$ cat config.mk
export PLATFORM = sky130hd
export DESIGN_NAME = fetch_predict_flat
export DESIGN_NICKNAME = d
export VERILOG_FILES = /design/src/rtl/fetch_pkg.sv /design/src/rtl/fetch_predict_if.sv /design/src/rtl/btb_table.sv /design/src/rtl/fetch_predict.sv /design/src/flat_wrapper.sv
export SDC_FILE = /design/constraint.sdc
export NUM_CORES = 2
export LEC_CHECK = 0
export ABC_AREA = 0
export CELL_PAD_IN_SITES_DETAIL_PLACEMENT = 0
export CELL_PAD_IN_SITES_GLOBAL_PLACEMENT = 1
export CORE_MARGIN = 2
export CORE_UTILIZATION = 50
export DETAILED_ROUTE_END_ITERATION = 10
export PLACE_DENSITY_LB_ADDON = 0.2
export SLEW_MARGIN = 20
export SYNTH_ARGS = -nofsm -noshare
export SYNTH_HDL_FRONTEND = slang
export SYNTH_SLANG_ARGS = --single-unit
$ cat constraint.sdc
create_clock -name CLK -period 6.6 [get_ports CLK]
set_input_delay 1.32 -clock CLK [delete_from_list [all_inputs] [get_ports CLK]]
set_output_delay 1.32 -clock CLK [all_outputs]
set_load 0.01 [all_outputs]
$ cat src/rtl/fetch_pkg.sv
// Shared types and constants for the fetch stage and its branch target buffer.
package fetch_pkg;

  localparam logic [1:0] SNT = 2'b00;
  localparam logic [1:0] WNT = 2'b01;
  localparam logic [1:0] WT  = 2'b10;
  localparam logic [1:0] ST  = 2'b11;

  localparam logic [31:0] NOP_INSTR = 32'h0;

  // Tag field sized for the smallest possible index; unused upper bits stay zero.
  typedef struct packed {
    logic        valid;
    logic [29:0] tag;
    logic [31:0] target;
    logic [1:0]  ctr;
  } btb_entry_t;

  typedef struct packed {
    logic        taken;
    logic [31:0] target;
    logic [1:0]  ctr;
  } pred_t;

  function automatic logic [1:0] ctr_step(input logic [1:0] c, input logic taken);
    if (taken) return (c == ST)  ? ST  : c + 2'b01;
    else       return (c == SNT) ? SNT : c - 2'b01;
  endfunction

endpackage

$ cat src/rtl/fetch_predict_if.sv
// Fetch <-> decode / instruction-memory signal bundle.
interface fetch_predict_if;
  logic        FREEZE;
  logic        Redirect_valid;
  logic [31:0] Redirect_PC;
  logic        Update_valid;
  logic [31:0] Update_PC;
  logic        Update_taken;
  logic [31:0] Update_target;
  logic [31:0] Instr_address_2IM;
  logic [31:0] Instr_fIM;
  logic [31:0] Instr_OUT;
  logic [31:0] Instr_PC_OUT;
  logic [31:0] Instr_PC_Plus4_OUT;
  logic        Branch_prediction_OUT;
  logic [31:0] Branch_prediction_addr_OUT;
  logic [1:0]  Branch_predictions_OUT;

  // master = fetch stage, slave = decode / memory side
  modport master (
    input  FREEZE, Redirect_valid, Redirect_PC,
           Update_valid, Update_PC, Update_taken, Update_target, Instr_fIM,
    output Instr_address_2IM, Instr_OUT, Instr_PC_OUT, Instr_PC_Plus4_OUT,
           Branch_prediction_OUT, Branch_prediction_addr_OUT, Branch_predictions_OUT
  );
  modport slave (
    output FREEZE, Redirect_valid, Redirect_PC,
           Update_valid, Update_PC, Update_taken, Update_target, Instr_fIM,
    input  Instr_address_2IM, Instr_OUT, Instr_PC_OUT, Instr_PC_Plus4_OUT,
           Branch_prediction_OUT, Branch_prediction_addr_OUT, Branch_predictions_OUT
  );
endinterface

$ cat src/rtl/btb_table.sv
// Direct-mapped BTB: combinational lookup, synchronous update, async clear of valid bits.
module btb_table
  import fetch_pkg::*;
#(
  parameter int IDX_BITS = 4
) (
  input  logic        CLK,
  input  logic        RESET,
  input  logic [31:0] lookup_pc,
  output pred_t       lookup,
  input  logic        upd_valid,
  input  logic [31:0] upd_pc,
  input  logic        upd_taken,
  input  logic [31:0] upd_target
);

  localparam int ENTRIES = 1 << IDX_BITS;

  btb_entry_t mem [ENTRIES];

  function automatic logic [IDX_BITS-1:0] idx_of(input logic [31:0] pc);
    return pc[IDX_BITS+1:2];
  endfunction

  function automatic logic [29:0] tag_of(input logic [31:0] pc);
    return 30'(pc >> (IDX_BITS + 2));
  endfunction

  btb_entry_t          le, ue;
  logic                lhit, uhit;
  logic [IDX_BITS-1:0] ui;

  always_comb begin
    le           = mem[idx_of(lookup_pc)];
    lhit         = le.valid && (le.tag == tag_of(lookup_pc));
    lookup.taken = lhit && le.ctr[1];
    lookup.target = lookup.taken ? le.target : 32'h0;
    lookup.ctr   = lhit ? le.ctr : WNT;
  end

  always_comb begin
    ui   = idx_of(upd_pc);
    ue   = mem[ui];
    uhit = ue.valid && (ue.tag == tag_of(upd_pc));
  end

  // Only valid bits are reset; tag/target/counter are qualified by valid.
  always_ff @(posedge CLK or negedge RESET) begin
    if (!RESET) begin
      for (int i = 0; i < ENTRIES; i++) mem[i].valid <= 1'b0;
    end else if (upd_valid) begin
      if (uhit) begin
        mem[ui].ctr <= ctr_step(ue.ctr, upd_taken);
        if (upd_taken) mem[ui].target <= upd_target;
      end else if (upd_taken) begin
        mem[ui] <= '{valid: 1'b1, tag: tag_of(upd_pc), target: upd_target, ctr: WT};
      end
    end
  end

endmodule

$ cat src/rtl/fetch_predict.sv
// Fetch stage: PC register, next-PC selection and fetch/decode pipeline register.
module fetch_predict
  import fetch_pkg::*;
#(
  parameter logic [31:0] RESET_PC       = 32'hBFC00000,
  parameter int          BTB_INDEX_BITS = 4
) (
  input logic             CLK,
  input logic             RESET,
  fetch_predict_if.master bus
);

  logic [31:0] pc, pc_plus4, next_pc;
  pred_t       pred;

  btb_table #(.IDX_BITS(BTB_INDEX_BITS)) u_btb (
    .CLK        (CLK),
    .RESET      (RESET),
    .lookup_pc  (pc),
    .lookup     (pred),
    .upd_valid  (bus.Update_valid),
    .upd_pc     (bus.Update_PC),
    .upd_taken  (bus.Update_taken),
    .upd_target (bus.Update_target)
  );

  assign bus.Instr_address_2IM = pc;
  assign pc_plus4 = pc + 32'd4;

  always_comb begin
    next_pc = pc_plus4;
    if (bus.Redirect_valid)  next_pc = bus.Redirect_PC;
    else if (bus.FREEZE)     next_pc = pc;
    else if (pred.taken)     next_pc = pred.target;
  end

  always_ff @(posedge CLK or negedge RESET) begin
    if (!RESET) begin
      pc                             <= RESET_PC;
      bus.Instr_OUT                  <= NOP_INSTR;
      bus.Instr_PC_OUT               <= 32'h0;
      bus.Instr_PC_Plus4_OUT         <= 32'h0;
      bus.Branch_prediction_OUT      <= 1'b0;
      bus.Branch_prediction_addr_OUT <= 32'h0;
      bus.Branch_predictions_OUT     <= 2'b00;
    end else begin
      pc <= next_pc;
      // Redirect squashes whatever was fetched this cycle into a single bubble.
      if (bus.Redirect_valid) begin
        bus.Instr_OUT                  <= NOP_INSTR;
        bus.Instr_PC_OUT               <= 32'h0;
        bus.Instr_PC_Plus4_OUT         <= 32'h0;
        bus.Branch_prediction_OUT      <= 1'b0;
        bus.Branch_prediction_addr_OUT <= 32'h0;
        bus.Branch_predictions_OUT     <= 2'b00;
      end else if (!bus.FREEZE) begin
        bus.Instr_OUT                  <= bus.Instr_fIM;
        bus.Instr_PC_OUT               <= pc;
        bus.Instr_PC_Plus4_OUT         <= pc_plus4;
        bus.Branch_prediction_OUT      <= pred.taken;
        bus.Branch_prediction_addr_OUT <= pred.target;
        bus.Branch_predictions_OUT     <= pred.ctr;
      end
    end
  end

endmodule
$ cat src/flat_wrapper.sv
// flat-port wrapper written by rule: the top's interface ports become plain ports
module fetch_predict_flat import fetch_pkg::*;
#(
  parameter logic [31:0] RESET_PC       = 32'hBFC00000,
  parameter int          BTB_INDEX_BITS = 4
)
  (CLK, RESET, bus_FREEZE, bus_Redirect_valid, bus_Redirect_PC, bus_Update_valid, bus_Update_PC, bus_Update_taken, bus_Update_target, bus_Instr_fIM, bus_Instr_address_2IM, bus_Instr_OUT, bus_Instr_PC_OUT, bus_Instr_PC_Plus4_OUT, bus_Branch_prediction_OUT, bus_Branch_prediction_addr_OUT, bus_Branch_predictions_OUT);
  fetch_predict_if bus_i ();
  input logic CLK;
  input logic RESET;
  input wire logic [$bits(bus_i.FREEZE)-1:0] bus_FREEZE;
  input wire logic [$bits(bus_i.Redirect_valid)-1:0] bus_Redirect_valid;
  input wire logic [$bits(bus_i.Redirect_PC)-1:0] bus_Redirect_PC;
  input wire logic [$bits(bus_i.Update_valid)-1:0] bus_Update_valid;
  input wire logic [$bits(bus_i.Update_PC)-1:0] bus_Update_PC;
  input wire logic [$bits(bus_i.Update_taken)-1:0] bus_Update_taken;
  input wire logic [$bits(bus_i.Update_target)-1:0] bus_Update_target;
  input wire logic [$bits(bus_i.Instr_fIM)-1:0] bus_Instr_fIM;
  output wire logic [$bits(bus_i.Instr_address_2IM)-1:0] bus_Instr_address_2IM;
  output wire logic [$bits(bus_i.Instr_OUT)-1:0] bus_Instr_OUT;
  output wire logic [$bits(bus_i.Instr_PC_OUT)-1:0] bus_Instr_PC_OUT;
  output wire logic [$bits(bus_i.Instr_PC_Plus4_OUT)-1:0] bus_Instr_PC_Plus4_OUT;
  output wire logic [$bits(bus_i.Branch_prediction_OUT)-1:0] bus_Branch_prediction_OUT;
  output wire logic [$bits(bus_i.Branch_prediction_addr_OUT)-1:0] bus_Branch_prediction_addr_OUT;
  output wire logic [$bits(bus_i.Branch_predictions_OUT)-1:0] bus_Branch_predictions_OUT;
  assign bus_i.FREEZE = bus_FREEZE;
  assign bus_i.Redirect_valid = bus_Redirect_valid;
  assign bus_i.Redirect_PC = bus_Redirect_PC;
  assign bus_i.Update_valid = bus_Update_valid;
  assign bus_i.Update_PC = bus_Update_PC;
  assign bus_i.Update_taken = bus_Update_taken;
  assign bus_i.Update_target = bus_Update_target;
  assign bus_i.Instr_fIM = bus_Instr_fIM;
  assign bus_Instr_address_2IM = bus_i.Instr_address_2IM;
  assign bus_Instr_OUT = bus_i.Instr_OUT;
  assign bus_Instr_PC_OUT = bus_i.Instr_PC_OUT;
  assign bus_Instr_PC_Plus4_OUT = bus_i.Instr_PC_Plus4_OUT;
  assign bus_Branch_prediction_OUT = bus_i.Branch_prediction_OUT;
  assign bus_Branch_prediction_addr_OUT = bus_i.Branch_prediction_addr_OUT;
  assign bus_Branch_predictions_OUT = bus_i.Branch_predictions_OUT;
  fetch_predict #(.RESET_PC(RESET_PC), .BTB_INDEX_BITS(BTB_INDEX_BITS)) u_core (.CLK(CLK), .RESET(RESET), .bus(bus_i));
endmodule
---- Word-level counts from Yosys, hierarchy flattened ----
Cells that the tools add are included.
word-level totals
  register bits ........................... 1203
cells by class
  order comparisons ....................... 3
  equality and inequality tests ........... 4
  reductions and logical operators ........ 8
  bitwise operators ....................... 2
  muxes and demuxes ....................... 40
  $add $sub $neg .......................... 3
operators with widths
  kind                                                                           number
  1040-bit bitwise mux                                                           3
  1040-bit two-way mux                                                           3
  65-bit demux with 4-bit select                                                 3
  65-bit binary-select mux with 4-bit select                                     2
  32-bit two-way mux                                                             12
  65-bit two-way mux                                                             5
  30-bit by 26-bit equality test with 1-bit output                               2
  34-bit two-way mux                                                             1
  32-bit by 3-bit adder with 32-bit output (second input constant)               1
  2-bit two-way mux                                                              9
  5-bit >= comparator (second input constant)                                    2
  4-bit inverter with 5-bit output                                               2
  5-bit by 1-bit less-than comparator with 1-bit output (second input constant)  1
  1-bit logical AND                                                              4
  3-bit AND reduction                                                            1
  2-bit by 1-bit adder with 2-bit output (second input constant)                 1
  2-bit equality test (second input constant)                                    1
  2-bit logical NOT                                                              1
  1-bit two-way mux                                                              2
  2-bit by 1-bit != test with 1-bit output (second input constant)               1
  2-bit AND reduction                                                            1
  2-bit nonzero test                                                             1
  2-bit by 1-bit subtractor with 2-bit output (second input constant)            1

---- Logic depth before layout (Yosys ltp) ----
  depth in word-level cells ............... 13
  depth in mapped cells ................... 16
  mapped depth without buffers ............ 9

---- Modules after synthesis ----
From an unflattened synthesis, not the netlist that was laid out.
second synthesis, totals
  cells, all modules ...................... 5186
  area total of the unflattened synthesis .. 61313.8 um^2
modules (own cells, without submodules)
  module         cells each  area each (um^2)  times used
  btb_table      4355        53274.8           1
  fetch_predict  831         8039.0            1

---- Worst setup path after synthesis ----
OpenSTA, ideal clock, no wires.
  path kind ............................... input to register
  start point ............................. input port RESET
  end point ............................... register u_core.u_btb.mem[294] in the netlist's numbering, enable pin
  slack ................................... -22255 ps
  arrival ................................. 28443 ps
  library setup time ...................... 412 ps
  stages on the path ...................... 4
  buffers on the path ..................... 0
  data required time ...................... 6188 ps
  cell sequence ........................... nand2_1 > nor2_1 > nand2_1 > nor2_1
on the way
  longest elaborated chain between the ends .. 1
RTL lines
  element                               line                RTL
  from (decl)                           flat_wrapper.sv:10  input logic RESET;
  3-bit AND reduction (no source line)  -
  to (signal, indexed assignment)       btb_table.sv:56     mem[ui] <= '{valid: 1'b1, tag: tag_of(upd_pc), target: upd_target, ctr: WT};
  to (decl)                             btb_table.sv:19     btb_entry_t mem [ENTRIES];
No other way between the ends.
A chain may end at the register's enable or synchronous reset.

---- Worst setup path in the final report ----
  start point ............................. register u_core.pc[2] (netlist: u_core.bus.Instr_address_2IM[2])
  end point ............................... register u_core.bus.Branch_prediction_addr_OUT[12] in the netlist's numbering
on the way
  longest elaborated chain between the ends .. 10
RTL lines
  element                                                   line                    RTL
  from (decl)                                               fetch_predict.sv:13     logic [31:0] pc, pc_plus4, next_pc;
  from (signal assigned)                                    fetch_predict.sv:47     pc <= next_pc;
  4-bit inverter with 5-bit output (implied by the code) *  btb_table.sv:34         le = mem[idx_of(lookup_pc)];
  65-bit binary-select mux with 4-bit select *              btb_table.sv:34
  65-bit two-way mux (implied by the code) * (2 in series)  btb_table.sv:34
  30-bit by 26-bit equality test with 1-bit output          btb_table.sv:35         lhit = le.valid && (le.tag == tag_of(lookup_pc));
  1-bit logical AND                                         btb_table.sv:35
  1-bit logical AND                                         btb_table.sv:36         lookup.taken = lhit && le.ctr[1];
  32-bit two-way mux *                                      btb_table.sv:37         lookup.target = lookup.taken ? le.target : 32'h0;
  32-bit two-way mux *                                      fetch_predict.sv:56     end else if (!bus.FREEZE) begin
  32-bit two-way mux *                                      fetch_predict.sv:49     if (bus.Redirect_valid) begin
  to (signal assigned)                                      fetch_predict.sv:61     bus.Branch_prediction_addr_OUT <= pred.target;
  to (decl)                                                 fetch_predict_if.sv:24  Branch_prediction_OUT, Branch_prediction_addr_OUT, Branch_predictions_OUT
Every way passes the cells marked *; elsewhere a longest branch is shown, timed or not. The select of a mux whose other input is x is not followed.

==> summary by stage <==
Logic synthesis
The Yosys step of the flow raised 0 warnings. The number of different library cells in the post-synthesis netlist is 75. For this run, the register share of the synthesized area comes to 0.5574. The biggest area contributor in the post-synthesis netlist is sky130_fd_sc_hd__edfxtp_1. The area share of the largest cell type after synthesis is 0.4834. The cell count after synthesis came out at 5,012.

By area the synthesized netlist is led by sky130_fd_sc_hd__edfxtp_1 48%, sky130_fd_sc_hd__mux4_2 14%, sky130_fd_sc_hd__nand2_1 7.0%. Counting every net in the synthesized netlist gives roughly 5,000. The main flop type after synthesis is sky130_fd_sc_hd__edfxtp_1.

Averaged over all synthesized cells, the footprint is ~12 µm². The share of synthesized registers carrying an async set or reset is 0.1549. The combined area of all synthesized cells is 59,630 µm². The number of flops mapped to enable cells by yosys is 960. The register bit total from synthesis is 1,136.

Critical path
The endpoint identified for the worst register-to-register timing path is u_core.bus.Branch_prediction_addr_OUT[12]$_DFFE_PN0P_. The count of cells along the worst register-to-register path is 12. The gate family responsible for the most delay along the worst path is simple AND/OR/NAND/NOR gates. The total buffers and inverters traversed by the critical path is 3. In this design, the critical path's most frequently occurring cell is sky130_fd_sc_hd__buf_4. STA puts the critical path data arrival time at between 5000 and 6000 ps. The critical setup path kind is reg2reg.

The launching point of the worst reg2reg path is u_core.bus.Instr_address_2IM[2]$_DFFE_PN0P_. The startpoint type of the worst setup path is a flip-flop. The critical path goes through nor2b_1, buf_4, a22oi_1, a21oi_1, o32ai_1, a2111oi_0, nand4_1, nor4b_4, buf_12, and2_1, buf_4, a22o_1. At the worst endpoint, the required time is 7250 ps.

The largest fanout on the critical path is 41. The endpoint type of the worst setup path is a flip-flop. For flop-to-flop paths, the worst setup slack is around 1300 ps. In this design, the stage delay of the slowest critical-path cell is around 880 ps. The slowest stage of the critical path belongs to the cell sky130_fd_sc_hd__nor2b_1.

Power
Dividing total power by cell area gives a power density of 253.5 nW/µm². The internal power consumption is 12.76 mW. The share of total power dissipated in combinational logic is 0.133. The switching portion of total power is 0.2626. The cell leakage power is 24.63 nW. VDD sags by at most 0.0002359 V. The switching power is 4.544 mW. The sequential power share is 0.472. Of the total power, the clock network draws 0.395.

Die
After floorplanning, the core was sized to cover 118,200 µm². The number of I/O pins is 297. The effective utilization at floorplan is 0.5044. The floorplan step set the die height to between 300 and 400 µm.

The overall die area is ~120,000 µm². The floorplan has around 130 rows. The die is 349.4 µm wide.

Flow run
Max-cap violations in this run came to 0.

Final layout
From synthesis to final layout, the design area changed by 14.47%. Once layout is complete, the cells apart from fillers number approximately 6,700. The proportion of layout cells with a drive suffix above 1 is 0.1620. Leaving out fill and tap cells, the most frequent cell in the layout is sky130_fd_sc_hd__nand2_1. The total number of nets in the final design is 5,187. The utilization after layout is 0.5773. The top cell types in the final layout, fill and taps aside, are 1,106 x sky130_fd_sc_hd__nand2_1, 960 x sky130_fd_sc_hd__edfxtp_1, 576 x sky130_fd_sc_hd__a21oi_1.

Hold path
The path with the worst hold slack has its endpoint at u_core.bus.Instr_PC_Plus4_OUT[29]$_DFFE_PN0P_. Counting instances, the worst hold path has a depth of 1. The path class of the tightest hold or removal check is reg2reg. The startpoint of the worst hold path is u_core.bus.Instr_PC_Plus4_OUT[29]$_DFFE_PN0P_.

GRT
In the global route stage, overall resource usage came out at 0.3423. Entering global routing, the biggest net connects 246 pins. The number of global-route vias before repair is 42,580. In the global route stage, met2 resource usage came out at 0.5109.

The met3 routing resource usage after global routing is 0.08786. The initial antenna violation count came to 14. In this run the most used layer during global routing was met2. The overall overflow remaining after global route is 0. The first global-routing pass estimated 301.5 mm of wire. In the global route stage, met1 resource usage came out at 0.4837.

Timing
The hold violation count in the final report is 0. In this run the tightest slew margin relative to its limit is 0.1674. The transition time at the pin with the least slew margin is 1249 ps.

The clock arrives with 45.11 ps of skew. The maximum frequency from static timing analysis is about 0.19 GHz. The final period demand of the worst path is approximately 5300 ps.

The number of pins with negative max-slew slack in the final report is 0. The worst hold slack after final layout is between 400 and 500 ps. The setup TNS is 0 ps. Setup repair after global routing left no endpoint under its margin. Dividing the final minimum period by the clock period gives 0.8059.

Setup violations remaining at the end of the flow were counted as 0.

Drt
The number of design-rule violations left by the first detailed-router iteration is 6,749. The length of the first detailed-routing pass in iterations is 6. Summed over all layers, the routed wires come to around 210 mm. The total DRC errors in the routed layout is 0.

The count of nets left with antenna violations once routing finished came out at 0. The count of vias placed by the detailed router is 44,320. The via count normalized by instance count is 6.619. After detailed routing, the average wire length per cell comes to 31.54 µm.

Placement
Counting tap cells, the placed design contains a total of 6,466 instances. Routability-driven placement finished with a final weighted congestion of 0.8889. The total half-perimeter wirelength after legalization and detailed placement is 121.8 mm. Port buffering added just under 300 buffers.

Run status
The run finished with clean final reports.

CTS
TritonCTS built the clock tree. The tree is rooted in a sky130_fd_sc_hd__clkbuf_16. The number of buffers created by CTS is 120. The H-tree was split into 3 levels. The hold buffer count at CTS is 0. Clock-pin slew was measured on the worst setup and hold paths at 60 ps. The number of sinks handled by clock tree synthesis is roughly 1,100. The latest clock arrival within the worst-skew pair is 750 ps. The number of gates resized after cts is 0.

The deepest clock path buffer count is 3. After clock tree synthesis, the setup repair step added 0 buffers.
area by class of cell:
class	instances	area [µm²]
fillers	9588	49980
flip-flops and latches	1136	33260
multi-input cells	3310	24330
repair buffers	460	4730
clock buffers	157	3341
well taps	1536	1922
clock inverters	68	578.1
inverters	24	92.59
diodes	5	12.51
cell usage after synthesis, types with 17 or more instances:
cell type	n
sky130_fd_sc_hd__a22oi_1	30
sky130_fd_sc_hd__mux2i_1	181
sky130_fd_sc_hd__nor3_1	21
sky130_fd_sc_hd__inv_1	24
sky130_fd_sc_hd__nor2_1	203
sky130_fd_sc_hd__o21ai_1	18
sky130_fd_sc_hd__a22o_1	37
sky130_fd_sc_hd__mux4_2	377
sky130_fd_sc_hd__xor2_1	17
sky130_fd_sc_hd__nand4_1	28
sky130_fd_sc_hd__edfxtp_1	960
sky130_fd_sc_hd__clkbuf_1	360
sky130_fd_sc_hd__buf_1	61
sky130_fd_sc_hd__and3_1	439
sky130_fd_sc_hd__a31o_2	17
sky130_fd_sc_hd__xnor2_1	54
sky130_fd_sc_hd__dfrtp_1	167
sky130_fd_sc_hd__buf_2	98
sky130_fd_sc_hd__a21oi_1	576
sky130_fd_sc_hd__nand2_1	1116
sky130_fd_sc_hd__nand3_1	31
worst max-delay path by stage:
stage	endpoint	slack, ps	startpoint	cells after the start
after global routing	u_core.bus.Branch_prediction_addr_OUT[12]$_DFFE_PN0P_	1080	u_core.bus.Instr_address_2IM[2]$_DFFE_PN0P_	11
final	u_core.bus.Branch_prediction_addr_OUT[12]$_DFFE_PN0P_	1280	u_core.bus.Instr_address_2IM[2]$_DFFE_PN0P_	12
after floorplan	u_core.u_btb.mem[294]$_DFFE_PP_	-5340	RESET	4
after CTS	u_core.bus.Branch_prediction_addr_OUT[14]$_DFFE_PN0P_	1420	u_core.bus.Instr_address_2IM[2]$_DFFE_PN0P_	11
after global placement	u_core.u_btb.mem[881]$_DFFE_PP_	760	bus_Update_PC[2]	11
after detailed placement	u_core.u_btb.mem[897]$_DFFE_PP_	710	bus_Update_PC[2]	11
cells by family (layout without fill, tap and decap cells):
group                    after synthesis  count (layout)  synth area share
AO/OA/AOI/OAI                        768             768           0.07291
XOR/XNOR                              71              71           0.01043
adder cells (fa/ha/maj)                3               3         0.0005455
buffers and inverters                566             709           0.03970
flip-flops                          1136            1136            0.5574
multiplexers                         573             573            0.1756
other                                  0               5                 0
AND/OR/NAND/NOR                     1895            1895            0.1434
layer usage:
metal	share of wire	vias up	routed length, µm
met5	0.00035	-	73
met4	0.040	12	8394
met3	0.13	452	28070
met2	0.44	2974	93880
met1	0.38	22260	80740
li1	-	18630	-
through the flow:
stage          power [mW]  instance area [µm²]  setup WS [ps]
2_1_floorplan       9.576                59650          -5341
3_3_place_gp        10.54                64280          757.0
3_5_place_dp        10.57                64330          707.0
4_1_cts             17.31                68250           1422
5_1_grt             17.73                68250           1080
6_report            17.31                68260           1281
power groups by stage:
stage | Clock, mW | Combinational [mW] | Sequential (mW)
floorplan | 0 | 1.33 | 8.24
CTS | 6.88 | 2.27 | 8.16
global placement | 0 | 2.24 | 8.30
detailed placement | 0 | 2.26 | 8.31
finish | 6.84 | 2.30 | 8.17
global route | 7.15 | 2.40 | 8.18
sequential cells by signal, indices dropped and copies added (netlist names):
register	count
u_core.bus.Instr_PC_Plus4_OUT	32
u_core.bus.Instr_OUT	32
u_core.bus.Instr_PC_OUT	30
u_core.bus.Instr_address_2IM	32
u_core.bus.Branch_prediction_addr_OUT	32
u_core.bus.Branch_predictions_OUT	2
u_core.u_btb.mem	976
Note: power is estimated with default switching activity, not from simulation.
